**src/rtl/truth_table_pkg.sv**
```systemverilog
// Shared types and constants for the 3-input truth-table sweeper.
// Row r of the sweep lands in code bit 7-r, so row 000 is the MSB.
package truth_table_pkg;

    typedef enum logic [2:0] {
        ST_IDLE,
        ST_SETTLE,
        ST_SAMPLE,
        ST_STORE,
        ST_DONE
    } state_e;

    localparam int ROWS   = 8;
    localparam int CODE_W = 8;

    function automatic logic [2:0] code_bit(input logic [2:0] r);
        return 3'(ROWS - 1) - r;
    endfunction

endpackage

```
**src/rtl/sample_voter.sv**
```systemverilog
// Counts ones on din while enabled and reports a strict majority of SAMPLES.
module sample_voter #(
    parameter int SAMPLES = 3
) (
    input  logic clk,
    input  logic rst_n,
    input  logic clr,
    input  logic en,
    input  logic din,
    output logic vote
);

    localparam int CNT_W = $clog2(SAMPLES + 1);

    logic [CNT_W-1:0] cnt_q, cnt_d;

    always_comb begin
        cnt_d = cnt_q;
        if (clr)
            cnt_d = '0;
        else if (en && din)
            cnt_d = cnt_q + CNT_W'(1);
    end

    always_ff @(posedge clk or negedge rst_n) begin
        if (!rst_n)
            cnt_q <= '0;
        else
            cnt_q <= cnt_d;
    end

    assign vote = (cnt_q > CNT_W'(SAMPLES / 2));

endmodule

```
**src/rtl/truth_table_sweeper.sv**
```systemverilog
// Drives all eight input rows of a 3-input gate, majority-votes its output per
// row and assembles the truth-table code, then compares it to an expected code.
module truth_table_sweeper
    import truth_table_pkg::*;
#(
    parameter int SETTLE_CYCLES = 4,
    parameter int SAMPLES       = 3
) (
    input  logic              clk,
    input  logic              rst_n,
    input  logic              start,
    input  logic              abort,
    input  logic [CODE_W-1:0] expected,
    output logic              dut_in1,
    output logic              dut_in2,
    output logic              dut_in3,
    input  logic              dut_out,
    output logic              busy,
    output logic              done,
    output logic [CODE_W-1:0] code,
    output logic              match
);

    localparam logic [7:0] SETTLE_LAST = 8'(SETTLE_CYCLES - 1);
    localparam logic [7:0] SAMPLE_LAST = 8'(SAMPLES - 1);
    localparam logic [2:0] LAST_ROW    = 3'(ROWS - 1);

    state_e            state_q, state_d;
    logic [7:0]        settle_q, settle_d;
    logic [2:0]        row_q, row_d;
    logic [CODE_W-1:0] code_q, code_d;
    logic [CODE_W-1:0] exp_q, exp_d;
    logic              match_q, match_d;
    logic              vote;
    logic              voter_clr;

    // The ones count restarts at every row boundary and on any cancelled sweep.
    assign voter_clr = (state_q == ST_IDLE) || (state_q == ST_STORE) || abort;

    sample_voter #(.SAMPLES(SAMPLES)) u_voter (
        .clk   (clk),
        .rst_n (rst_n),
        .clr   (voter_clr),
        .en    (state_q == ST_SAMPLE),
        .din   (dut_out),
        .vote  (vote)
    );

    always_comb begin
        state_d  = state_q;
        settle_d = settle_q;
        row_d    = row_q;
        code_d   = code_q;
        exp_d    = exp_q;
        match_d  = match_q;
        case (state_q)
            ST_IDLE: begin
                if (start && !abort) begin
                    state_d  = ST_SETTLE;
                    settle_d = '0;
                    row_d    = '0;
                    code_d   = '0;
                    match_d  = 1'b0;
                    exp_d    = expected;
                end
            end
            ST_SETTLE: begin
                if (settle_q == SETTLE_LAST) begin
                    state_d  = ST_SAMPLE;
                    settle_d = '0;
                end else begin
                    settle_d = settle_q + 8'd1;
                end
            end
            // The settle counter doubles as the sample-cycle counter.
            ST_SAMPLE: begin
                if (settle_q == SAMPLE_LAST) begin
                    state_d  = ST_STORE;
                    settle_d = '0;
                end else begin
                    settle_d = settle_q + 8'd1;
                end
            end
            ST_STORE: begin
                code_d[code_bit(row_q)] = vote;
                if (row_q == LAST_ROW) begin
                    state_d = ST_DONE;
                    // Resolved on entry so match is already valid alongside done.
                    match_d = (code_d == exp_q);
                end else begin
                    state_d = ST_SETTLE;
                    row_d   = row_q + 3'd1;
                end
            end
            ST_DONE: begin
                state_d = ST_IDLE;
                row_d   = '0;
            end
            default: state_d = ST_IDLE;
        endcase
        if (abort && state_q != ST_IDLE) begin
            state_d  = ST_IDLE;
            settle_d = '0;
            row_d    = '0;
            code_d   = '0;
            match_d  = 1'b0;
        end
    end

    always_ff @(posedge clk or negedge rst_n) begin
        if (!rst_n) begin
            state_q  <= ST_IDLE;
            settle_q <= '0;
            row_q    <= '0;
            code_q   <= '0;
            exp_q    <= '0;
            match_q  <= 1'b0;
        end else begin
            state_q  <= state_d;
            settle_q <= settle_d;
            row_q    <= row_d;
            code_q   <= code_d;
            exp_q    <= exp_d;
            match_q  <= match_d;
        end
    end

    assign {dut_in1, dut_in2, dut_in3} = row_q;
    assign busy  = (state_q != ST_IDLE);
    assign done  = (state_q == ST_DONE);
    assign code  = code_q;
    assign match = match_q;

endmodule

```
**config.mk**
```make
export PLATFORM = sky130hd
export DESIGN_NAME = truth_table_sweeper
export DESIGN_NICKNAME = d
export VERILOG_FILES = /design/src/rtl/truth_table_pkg.sv /design/src/rtl/sample_voter.sv /design/src/rtl/truth_table_sweeper.sv
export SDC_FILE = /design/constraint.sdc
export NUM_CORES = 1
export LEC_CHECK = 0
export BUFFER_PORTS_ARGS = -buffer_cell sky130_fd_sc_hd__buf_2
export CAP_MARGIN = 20
export CORE_MARGIN = 2
export CORE_UTILIZATION = 46
export CTS_BUF_LIST = sky130_fd_sc_hd__clkbuf_2 sky130_fd_sc_hd__clkbuf_4 sky130_fd_sc_hd__clkbuf_8
export DETAILED_ROUTE_END_ITERATION = 16
export GPL_ROUTABILITY_DRIVEN = 1
export PLACE_DENSITY_LB_ADDON = 0.05
export SLEW_MARGIN = 15
export SYNTH_ARGS = -nofsm -noshare
export SYNTH_HDL_FRONTEND = slang
export SYNTH_SLANG_ARGS = --single-unit
```
**constraint.sdc**
```tcl
create_clock -name clk -period 2.2 [get_ports clk]
set_clock_uncertainty 0.15 [all_clocks]
set_input_delay 0.66 -clock clk [delete_from_list [all_inputs] [get_ports clk]]
set_output_delay 0.66 -clock clk [all_outputs]
set_load 0.03 [all_outputs]
```
* Word-level counts from Yosys, hierarchy flattened
Index checks and enable logic that the tools add are counted.
Storage, ports and cells: output and inout port bits 14, bits of input ports 13, bits in registers 33
Cells by class: reduce and logical (&&, ||, !) cells 19, muxes and demuxes 26, $add $sub $neg 4, eq/ne operators 13, magnitude comparators 3
Operator list (count):
- 8-bit two-way mux | 5
- 3-bit two-way mux | 8
- 8-bit case mux with 3 select lines | 1
- 8-bit by 2-bit equality test with 1-bit output, second input constant | 2
- 8-bit case mux with 2 select lines | 1
- 3-bit case mux with 4 select lines | 1
- 3-bit case mux with 3 select lines | 1
- 3-bit AND reduction | 3
- 8-bit by 1-bit adder with 8-bit output, second input constant | 1
- 8-bit bitwise mux | 1
- 8-bit equality test | 1
- 4-bit nonzero test | 2
- 3-bit by 2-bit equality test with 1-bit output, second input constant | 2
- 3-bit equality test, second input constant | 2
- 3-bit by 1-bit inequality test with 1-bit output, second input constant | 2
- 3-bit inequality test, second input constant | 2
- 2-bit AND reduction | 3
- 3-bit nonzero test | 2
- 1-bit logical AND | 4
- 3-bit by 4-bit < comparator with 1-bit output, second input constant | 1
- 1-bit two-way mux | 4
- 2-bit two-way mux | 2
- 3-bit by 1-bit adder with 3-bit output, second input constant | 1
- 1-bit demux with 3-bit select | 1
- 11 further kinds | 12

* Depth between registers and ports, before layout
Gate-level depths: netlist (run 1).
depth after elaboration 10, mapped depth 7, gate-level depth less buffers 7

* Hierarchy
A second synthesis (run 1) with hierarchy kept.
Second synthesis, totals: cell total of the unflattened synthesis 214, area, all modules 2044.5 µm²
Modules (own cells, without submodules):
- truth_table_sweeper | cells an instance 204, sequential area each 775.7 µm², area an instance 1938.1 µm², times used 1
- sample_voter | cells an instance 10, sequential area each 50.0 µm², area an instance 106.4 µm², times used 1

* Worst setup path after synthesis (run 1)
Ideal clock, no wire load.
kind flip-flop to flip-flop, from register row_q[1], to register match_q (netlist: match), slack 0.233 ns, stages on the path, launching flop included 8, library setup time 0.092 ns, required time 1.958 ns, arrival 1.726 ns, cells stage by stage dfrtp_1 -> ha_1 -> ha_1 -> nor3b_1 -> o21ai_0 -> a31o_2 -> a21bo_2 -> o31ai_2
Between the ends: longest elaborated chain between the ends 10, elaborated cells between the ends (all ways) 14, classes of those cells add/sub (1); order compare (2); eq/ne (3); mux (6); reduce/logical (2)
RTL lines:
- start: declaration | line truth_table_sweeper.sv:30 | logic [2:0] row_q, row_d;
- start signal: assignment | line truth_table_sweeper.sv:121 | row_q <= row_d;
- 3-bit subtractor | line truth_table_pkg.sv:17 | return 3'(ROWS - 1) - r;
- 3-bit by 4-bit < comparator with 1-bit output (implied by the code) or 3-bit by 1-bit greater-or-equal comparator with 1-bit output (tied branches) | line truth_table_sweeper.sv:85 | code_d[code_bit(row_q)] = vote;
- 1-bit logical AND (implied by the code) | line truth_table_sweeper.sv:85
- 1-bit two-way mux (implied by the code) | line truth_table_sweeper.sv:85
- 1-bit demux with 3-bit select | line truth_table_sweeper.sv:85
- 8-bit bitwise mux | line truth_table_sweeper.sv:85
- 8-bit equality test | line truth_table_sweeper.sv:89 | match_d = (code_d == exp_q);
- 1-bit two-way mux | line truth_table_sweeper.sv:86 | if (row_q == LAST_ROW) begin
- 1-bit case mux with 2 select lines | line truth_table_sweeper.sv:56 | case (state_q)
- 1-bit two-way mux | line truth_table_sweeper.sv:101 | if (abort && state_q != ST_IDLE) begin
- end signal: assignment | line truth_table_sweeper.sv:124 | match_q <= match_d;
- end: declaration | line truth_table_sweeper.sv:33 | logic match_q, match_d;
Parallel ways exist; a longest one is shown, timed or not. The select of a mux whose other input is x is not followed. A chain may end at the register's enable or synchronous reset.

* Worst setup path after layout (run 1)
from register state_q[1], to output port busy
Between the ends: longest elaborated chain between the ends 1
RTL lines:
- start: declaration | line truth_table_sweeper.sv:28 | state_e state_q, state_d;
- start signal: assignment | line truth_table_sweeper.sv:119 | state_q <= state_d;
- 3-bit nonzero test | line truth_table_sweeper.sv:129 | assign busy = (state_q != ST_IDLE);
- end: declaration | line truth_table_sweeper.sv:18 | output logic busy,
No other way between the ends.

==> reports/qor_table.md, run 1 <==
| Result | Reported |
|---|---|
| Result of the run | complete, no violations |
| Post-synth ARST share | 100% |
| Final WL | 4740 um |
| Sink Count | 33 |
| Worst setup slack after layout | 0.0544 ns |
| Number of warnings printed during yosys synthesis | 0 |
| Final ANT Viol Nets | 0 |
| Layout cells sized above 1 | 30.8% |
| Insertion delay of the later-clocked pin in the worst-skew pair | 0.28 ns |
| Net Count, Synth | 228 |
| Register area share after synthesis | 40.2% |
| Number of global-route vias before repair | 1727 |
| Final Cycle Share | 97.5% |
| Yosys top cell by area | sky130_fd_sc_hd__dfrtp_1 |
| PwrDens | 879 nW/um^2 |
| Layout-stage area growth over the synthesis result | 19.8% |
| Worst Setup Path Type | reg2out |
| Required time of the critical path | 1.39 ns |
| Sum Neg Setup Slack | 0 ns |
| Initial antenna violation count | 0 |
| Number of DRC violations after detailed-routing iteration 0 | 68 |
| Cell types with the largest area share after synthesis | sky130_fd_sc_hd__dfrtp_1, sky130_fd_sc_hd__mux2_2, sky130_fd_sc_hd__xnor2_1, sky130_fd_sc_hd__o21ai_0, sky130_fd_sc_hd__a22o_1 |
| Crit start category | register |
| Leakage power figure | 1.11 nW |
| Post-place instance area | 2340 sq um |
| Port Buf Inserts | 26 |
| Horizontal die dimension | 70.8 um |
| Number of search-and-repair iterations in the first detailed-routing pass | 4 |
| CTS max path bufs | 2 |
| Worst reg2reg endpoint | match$_DFFE_PN0P_ |
| Die H | 70.8 um |
| Main flop type after synthesis | sky130_fd_sc_hd__dfrtp_1 |
| Cell count of the worst reg-to-reg path | 5 |
| Overall overflow remaining after global route | 0 |
| Cell with the largest stage delay on the worst path | sky130_fd_sc_hd__dfrtp_2 |
| Via count | 1730 |
| Synthesized instance count | 209 |
| Clock Pin Slew Worst Setup and Hold Paths | 0.07 ns |
| Power share of the clock group | 21.9% |
| Fraction of power spent switching nets | 35.9% |
| Worst reg2reg setup slack | 0.15 ns |
| Worst EP arrival | 1.34 ns |
| Endpoint kind of the worst setup timing path | output port |
| Worst Path Max Fanout | 9 |
| Number of primary I/O pins | 27 |
| Maximum single-stage delay on the critical path | 0.48 ns |
| Critical path cell sequence | or3_4, buf_4 |
| Achievable frequency | 466 MHz |
| Worst hold path class | in2async |
| Post-Place Cells | 295 |
| Mean number of vias per cell | 5.67 |
| Combinational share of power | 37.6% |
| Internal Dissipation | 0.00139 W |
| Critical R2R Launch | row_q[2]$_DFFE_PN0P_ |
| Number of rows created at floorplan | 24 |
| Number of clock buffers inserted by TritonCTS | 5 |
| Endpoints failing hold | 0 |
| Global-route wire length before repair | 8360 um |
| Number of antenna diodes | 0 |
| Pin count of the biggest net entering global routing | 19 |
| Clock Tree Root | sky130_fd_sc_hd__clkbuf_8 |
| Number of enable flip-flop cells after synthesis | 0 |
| Synth top cells by count | sky130_fd_sc_hd__dfrtp_1, sky130_fd_sc_hd__nor2_1, sky130_fd_sc_hd__o21ai_0 |
| Die Outline Area | 5020 sq um |
| Synth Register Bits | 33 |
| Drt drc | 0 |
| Synth top area share | 40.2% |
| Clock period minus worst slack | 2.15 ns |
| Starting Density | 47.5% |
| Clock tree from TritonCTS | yes |
| Wirelength per Cell | 15.5 um |
| RD Place Congestion | 0.807 |
| Total Routing Usage GR | 21.0% |
| Switching power total | 0.000776 W |
| Largest vdd supply drop | 423 uV |
| Max-slew violation count | 0 |
| Final number of setup-violating endpoints | 0 |
| Max-slew headroom | 63.1% |
| CTS H-tree depth | 2 |
| Mean instance size in the synthesized netlist | 9.83 sq um |
| Dominant cell by count in the synthesized netlist | sky130_fd_sc_hd__dfrtp_1 |
| Sequential share of power | 40.5% |
| Number of max-cap violations | 0 |
| Area of the mapped netlist | 2050 sq um |
| Post-placement worst setup slack | 0.0347 ns |
| Final standard cell area without fillers | 2460 sq um |
| Setup repair after global routing missed its margin | false |
| Post-detail-place hpwl | 3520 um |
| Total core area | 4320 sq um |
| Count of non-filler cells in the finished layout | 305 |
| Number of distinct library cells after synthesis | 45 |
| Worst slew pin tran | 0.554 ns |
| Post-layout nets | 271 |
## metal layers
layer	routed length [um]	share of wire, %	vias to the layer above	GRT usage (%)
met5	0	0	-	0
met2	2220	47	37	34.1
met1	2270	48	840	28.8
li1	-	-	848	-
met4	54	1.1	0	5.03
met3	194	4.1	5	4.84
## sequential cells by signal, indices dropped and copies added, names as in the netlist
name	cells
code	8
exp_q	8
settle_q	8
row_q	3
state_q	3
u_voter.cnt_q	2
match	1
## stage by stage
stage	utilization [%]	hold slack (ns)	power [W]
2_1_floorplan	-	0.214	0.00141
3_3_place_gp	54.2	0.371	0.00163
3_5_place_dp	54.2	0.379	0.00165
4_1_cts	56.6	0.167	0.00216
5_1_grt	56.9	0.181	0.00233
6_report	56.9	0.156	0.00216
## logic make-up (layout without fill, tap and decap cells)
| group | count (synthesis) | in the layout | share of synthesized area (%) |
|---|---|---|---|
| and+or+nand+nor | 74 | 74 | 21.4 |
| xor gates and xnor gates | 11 | 11 | 4.69 |
| DFF | 33 | 33 | 40.2 |
| muxes | 16 | 16 | 8.34 |
| adders and majority gates | 6 | 6 | 3.65 |
| AOI/OAI and AO/OA | 53 | 53 | 18.1 |
| buffers and inverters | 16 | 60 | 3.59 |
## critical path, delay by kind of cell, from the launching register on
family        cells  cell delay [ns]
flops             1             0.48
simple gates      1             0.40
buf+inv           1             0.18
## power groups by stage
stage	Sequential (W)	Combinational [W]	Clock, W
6_report	0.000876	0.000813	0.000475
5_1_grt	0.000906	0.000910	0.000519
3_5_place_dp	0.000888	0.000765	0
3_3_place_gp	0.000879	0.000748	0
4_1_cts	0.000882	0.000787	0.000490
2_1_floorplan	0.000814	0.000598	0
## worst max-delay path by stage
| stage | cells past startpoint | endpoint | slack [ns] | from |
|---|---|---|---|---|
| global route | 8 | settle_q[5]$_DFFE_PN0P_ | 0.01 | settle_q[0]$_DFFE_PN0P_ |
| CTS | 2 | busy | 0.02 | state_q[1]$_DFFE_PN0P_ |
| finish | 2 | busy | 0.05 | state_q[1]$_DFFE_PN0P_ |
| floorplan | 7 | match$_DFFE_PN0P_ | 0.23 | row_q[1]$_DFFE_PN0P_ |
| global placement | 6 | match$_DFFE_PN0P_ | 0.1 | abort |
| detailed placement | 6 | match$_DFFE_PN0P_ | 0.03 | abort |
## repair_timing
item / 4_1_cts / 5_1_grt
hold buffers: 0 / 0
setup endpoints to repair: 2 / 1
gates resized for setup: 5 / 0
setup buffers: 0 / 2
## layout make-up
class	count	area, sq um
timing repair buffer	45	288
tap	52	65.1
clock buffer	8	91.3
sequential	33	828
fill	410	1860
inverter	7	26.3
multi-input combinational	160	1160
## cells in the final DEF (no fill, tap or decap), drive strengths merged, types with 2 or more instances in the layout
cell	synthesis	layout
a2111oi	2	2
a21oi	8	8
a22o	9	9
a311o	2	2
a31o	2	2
and2	3	3
and3b	4	4
buf	8	45
clkbuf	1	8
dfrtp	33	33
ha	6	6
inv	7	7
mux2	9	9
mux2i	7	7
nand2	9	9
nand2b	2	2
nand3	5	5
nor2	18	18
nor2b	6	6
nor3	6	6
nor3b	13	13
nor4	4	4
o21ai	19	19
o31ai	2	2
o32ai	2	2
xnor2	11	11
Note: power is estimated with default switching activity, not from simulation.
==> run 2: changes to the inputs <==
CORE_MARGIN = default   (was 2)
==> reports/qor_table.md, run 2 (synthesized netlist as in run 1, its figures left out) <==
| Result | Reported | Change |
|---|---|---|
| CTS max path bufs | 2 | unchanged |
| Crit. Startpoint | state_q[0]$_DFFE_PN0P_ |  |
| Result of the run | complete, no violations |  |
| Worst reg2reg setup slack | 0.18 ns | +0.03 ns |
| Final WL | 4720 um | -0.34% |
| Worst hold path class | in2async |  |
| Via count | 1714 | -0.92% |
| Required time of the critical path | 1.39 ns | about the same |
| Number of buffers and inverters on the critical path | 1 | unchanged |
| Starting Density | 49.6% | +2.1 points |
| Worst slew pin tran | 0.441 ns | -0.113 ns |
| Post-detail-place hpwl | 3480 um | -1.4% |
| Fin Hold WS | 0.165 ns | +0.00930 ns |
| Sink Count | 33 | unchanged |
| Worst Setup Path Type | reg2out |  |
| Worst Path Max Fanout | 14 | +5 |
| Crit start category | register |  |
| Cell with the largest stage delay on the worst path | sky130_fd_sc_hd__dfrtp_2 |  |
| Max-slew headroom | 70.6% | +7.5 points |
| Clock tree from TritonCTS | yes |  |
| Worst EP arrival | 1.37 ns | +0.03 ns |
| Number of DRC violations after detailed-routing iteration 0 | 102 | +50% |
| Number of clock buffers inserted by TritonCTS | 5 | unchanged |
| Global-route wire length before repair | 7750 um | -7.3% |
| Port Buf Inserts | 26 | unchanged |
| Total core area | 4140 sq um | -4.2% |
| CTS H-tree depth | 2 | unchanged |
| Worst reg2reg endpoint | match$_DFFE_PN0P_ |  |
| Clock Tree Root | sky130_fd_sc_hd__clkbuf_8 |  |
| Post-Place Cells | 293 | -0.68% |
| Initial antenna violation count | 0 | unchanged |
| Layout-stage area growth over the synthesis result | 19.1% |  |
| Layout cells sized above 1 | 30.7% | -0.15 points |
| Post-layout nets | 269 | -0.74% |
| Die Outline Area | 4740 sq um | -5.6% |
| Achievable frequency | 460 MHz | -1.4% |
| Critical R2R Launch | u_voter.cnt_q[0]$_DFFE_PN0P_ |  |
| Most common library cell in the layout ignoring fill and taps | sky130_fd_sc_hd__dfrtp_1 |  |
| Maximum single-stage delay on the critical path | 0.49 ns | about the same |
| Wirelength per Cell | 15.7 um | +0.99% |
| Leading cell types in the layout, fill and taps excluded | sky130_fd_sc_hd__dfrtp_1, sky130_fd_sc_hd__buf_2, sky130_fd_sc_hd__nor2_1, sky130_fd_sc_hd__o21ai_0, sky130_fd_sc_hd__buf_4 |  |
| Drt drc | 0 | unchanged |
| Number of search-and-repair iterations in the first detailed-routing pass | 4 | unchanged |
| Largest vdd supply drop | 621 uV | +47% |
| Setup repair after global routing missed its margin | true |  |
| Count of non-filler cells in the finished layout | 301 | -1.3% |
| Top cell family by delay on the critical path | flip-flops |  |
| Horizontal die dimension | 68.8 um | -2.8% |
| Number of global-route vias before repair | 1631 | -5.6% |
| Die H | 68.8 um | -2.8% |
| Clock Pin Slew Worst Setup and Hold Paths | 0.07 ns | about the same |
| Cell count of the worst reg-to-reg path | 7 | +2 |
| Endpoint kind of the worst setup timing path | output port |  |
| Number of primary I/O pins | 27 | unchanged |
| Insertion delay of the later-clocked pin in the worst-skew pair | 0.28 ns | about the same |
| Mean number of vias per cell | 5.69 | +0.39% |
| RD Place Congestion | 0.867 | +7.4% |
| Final ANT Viol Nets | 0 | unchanged |
| Final number of setup-violating endpoints | 0 | unchanged |
| Endpoints failing hold | 0 | unchanged |
| Number of max-cap violations | 0 | unchanged |
| Clock period minus worst slack | 2.18 ns | +0.0298 ns |
| Number of antenna diodes | 0 | unchanged |
| Pin count of the biggest net entering global routing | 18 | -1 |
| Number of rows created at floorplan | 23 | -4.2% |
| Leakage power figure | 1.10 nW | -1.1% |
| Final Cycle Share | 98.9% | +1.4 points |
| Critical path cell sequence | nor2_1, and2_1, buf_2 |  |
| Max-slew violation count | 0 | unchanged |
| Total Routing Usage GR | 22.6% | +1.7 points |
| PwrDens | 882 nW/um^2 | +0.35% |
| Overall overflow remaining after global route | 0 | unchanged |
run 2: cell types whose count changed in the layout (fill, tap and decap cells not counted):
| cell | previous run | this run |
|---|---|---|
| sky130_fd_sc_hd__dfrtp_2 | 2 | 5 |
| sky130_fd_sc_hd__clkbuf_8 | 5 | 7 |
| sky130_fd_sc_hd__nor2_1 | 17 | 18 |
| sky130_fd_sc_hd__clkinv_2 | 0 | 1 |
| sky130_fd_sc_hd__nor2_2 | 1 | 0 |
| sky130_fd_sc_hd__buf_4 | 19 | 16 |
| sky130_fd_sc_hd__or3_1 | 0 | 1 |
| sky130_fd_sc_hd__or3_4 | 1 | 0 |
| sky130_fd_sc_hd__buf_2 | 25 | 26 |
| sky130_fd_sc_hd__clkbuf_4 | 3 | 0 |
| sky130_fd_sc_hd__dfrtp_1 | 31 | 28 |
run 2: worst max-delay path by stage:
| stage | end | slack [ns] | cells past startpoint |
|---|---|---|---|
| floorplan | match$_DFFE_PN0P_ | 0.23 | 7 |
| global placement | match$_DFFE_PN0P_ | 0.10 | 6 |
| detailed placement | match$_DFFE_PN0P_ | 0.05 | 6 |
| CTS | busy | 0.003 | 2 |
| global route | done | -0.03 | 3 |
| finish | done | 0.02 | 3 |
run 2: per-layer routing:
layer	share of wire (%)	track usage [%]	up-vias
met4	0.85	8.93	0
met2	46	35.3	45
met1	48	31.3	813
met5	0	0	-
met3	4.6	3.62	4
li1	-	-	852
run 2: layout make-up:
type	count	area [sq um]
well taps	50	62.6
repair buffers	43	270
inverters	7	26.3
clock inverters	1	5.00
clock buffers	7	96.3
fillers	377	1700
flip-flops and latches	33	832
multi-input cells	160	1150
run 2: through the flow:
step / total power (W) / area, sq um / setup TNS [ns] / utilization (%) / worst slack, ns
5_1_grt: 0.00231 / 2450 / -0.0527 / 59.1 / -0.0274
3_5_place_dp: 0.00167 / 2340 / 0 / 56.5 / 0.0544
2_1_floorplan: 0.00141 / 2050 / 0 / - / 0.233
6_report: 0.00216 / 2450 / 0 / 59.1 / 0.0247
4_1_cts: 0.00218 / 2440 / 0 / 58.9 / 0.00345
3_3_place_gp: 0.00164 / 2340 / 0 / 56.5 / 0.104
run 2: power by group:
part | leakage, nW | switching, W | total (W) | internal [W]
Sequential | 0.433 | 0.000162 | 0.000878 | 0.000716
Combinational | 0.610 | 0.000402 | 0.000786 | 0.000384
Clock | 0.0542 | 0.000213 | 0.000495 | 0.000283
Total | 1.10 | 0.000776 | 0.00216 | 0.00138
run 2: repair_timing:
| item | 4_1_cts | 5_1_grt |
|---|---|---|
| setup buffers | 0 | 0 |
| hold endpoints to repair | 0 | 0 |
| gates resized for setup | 1 | 4 |
| hold buffers | 0 | 0 |
| endpoints found under the setup margin | 2 | 3 |
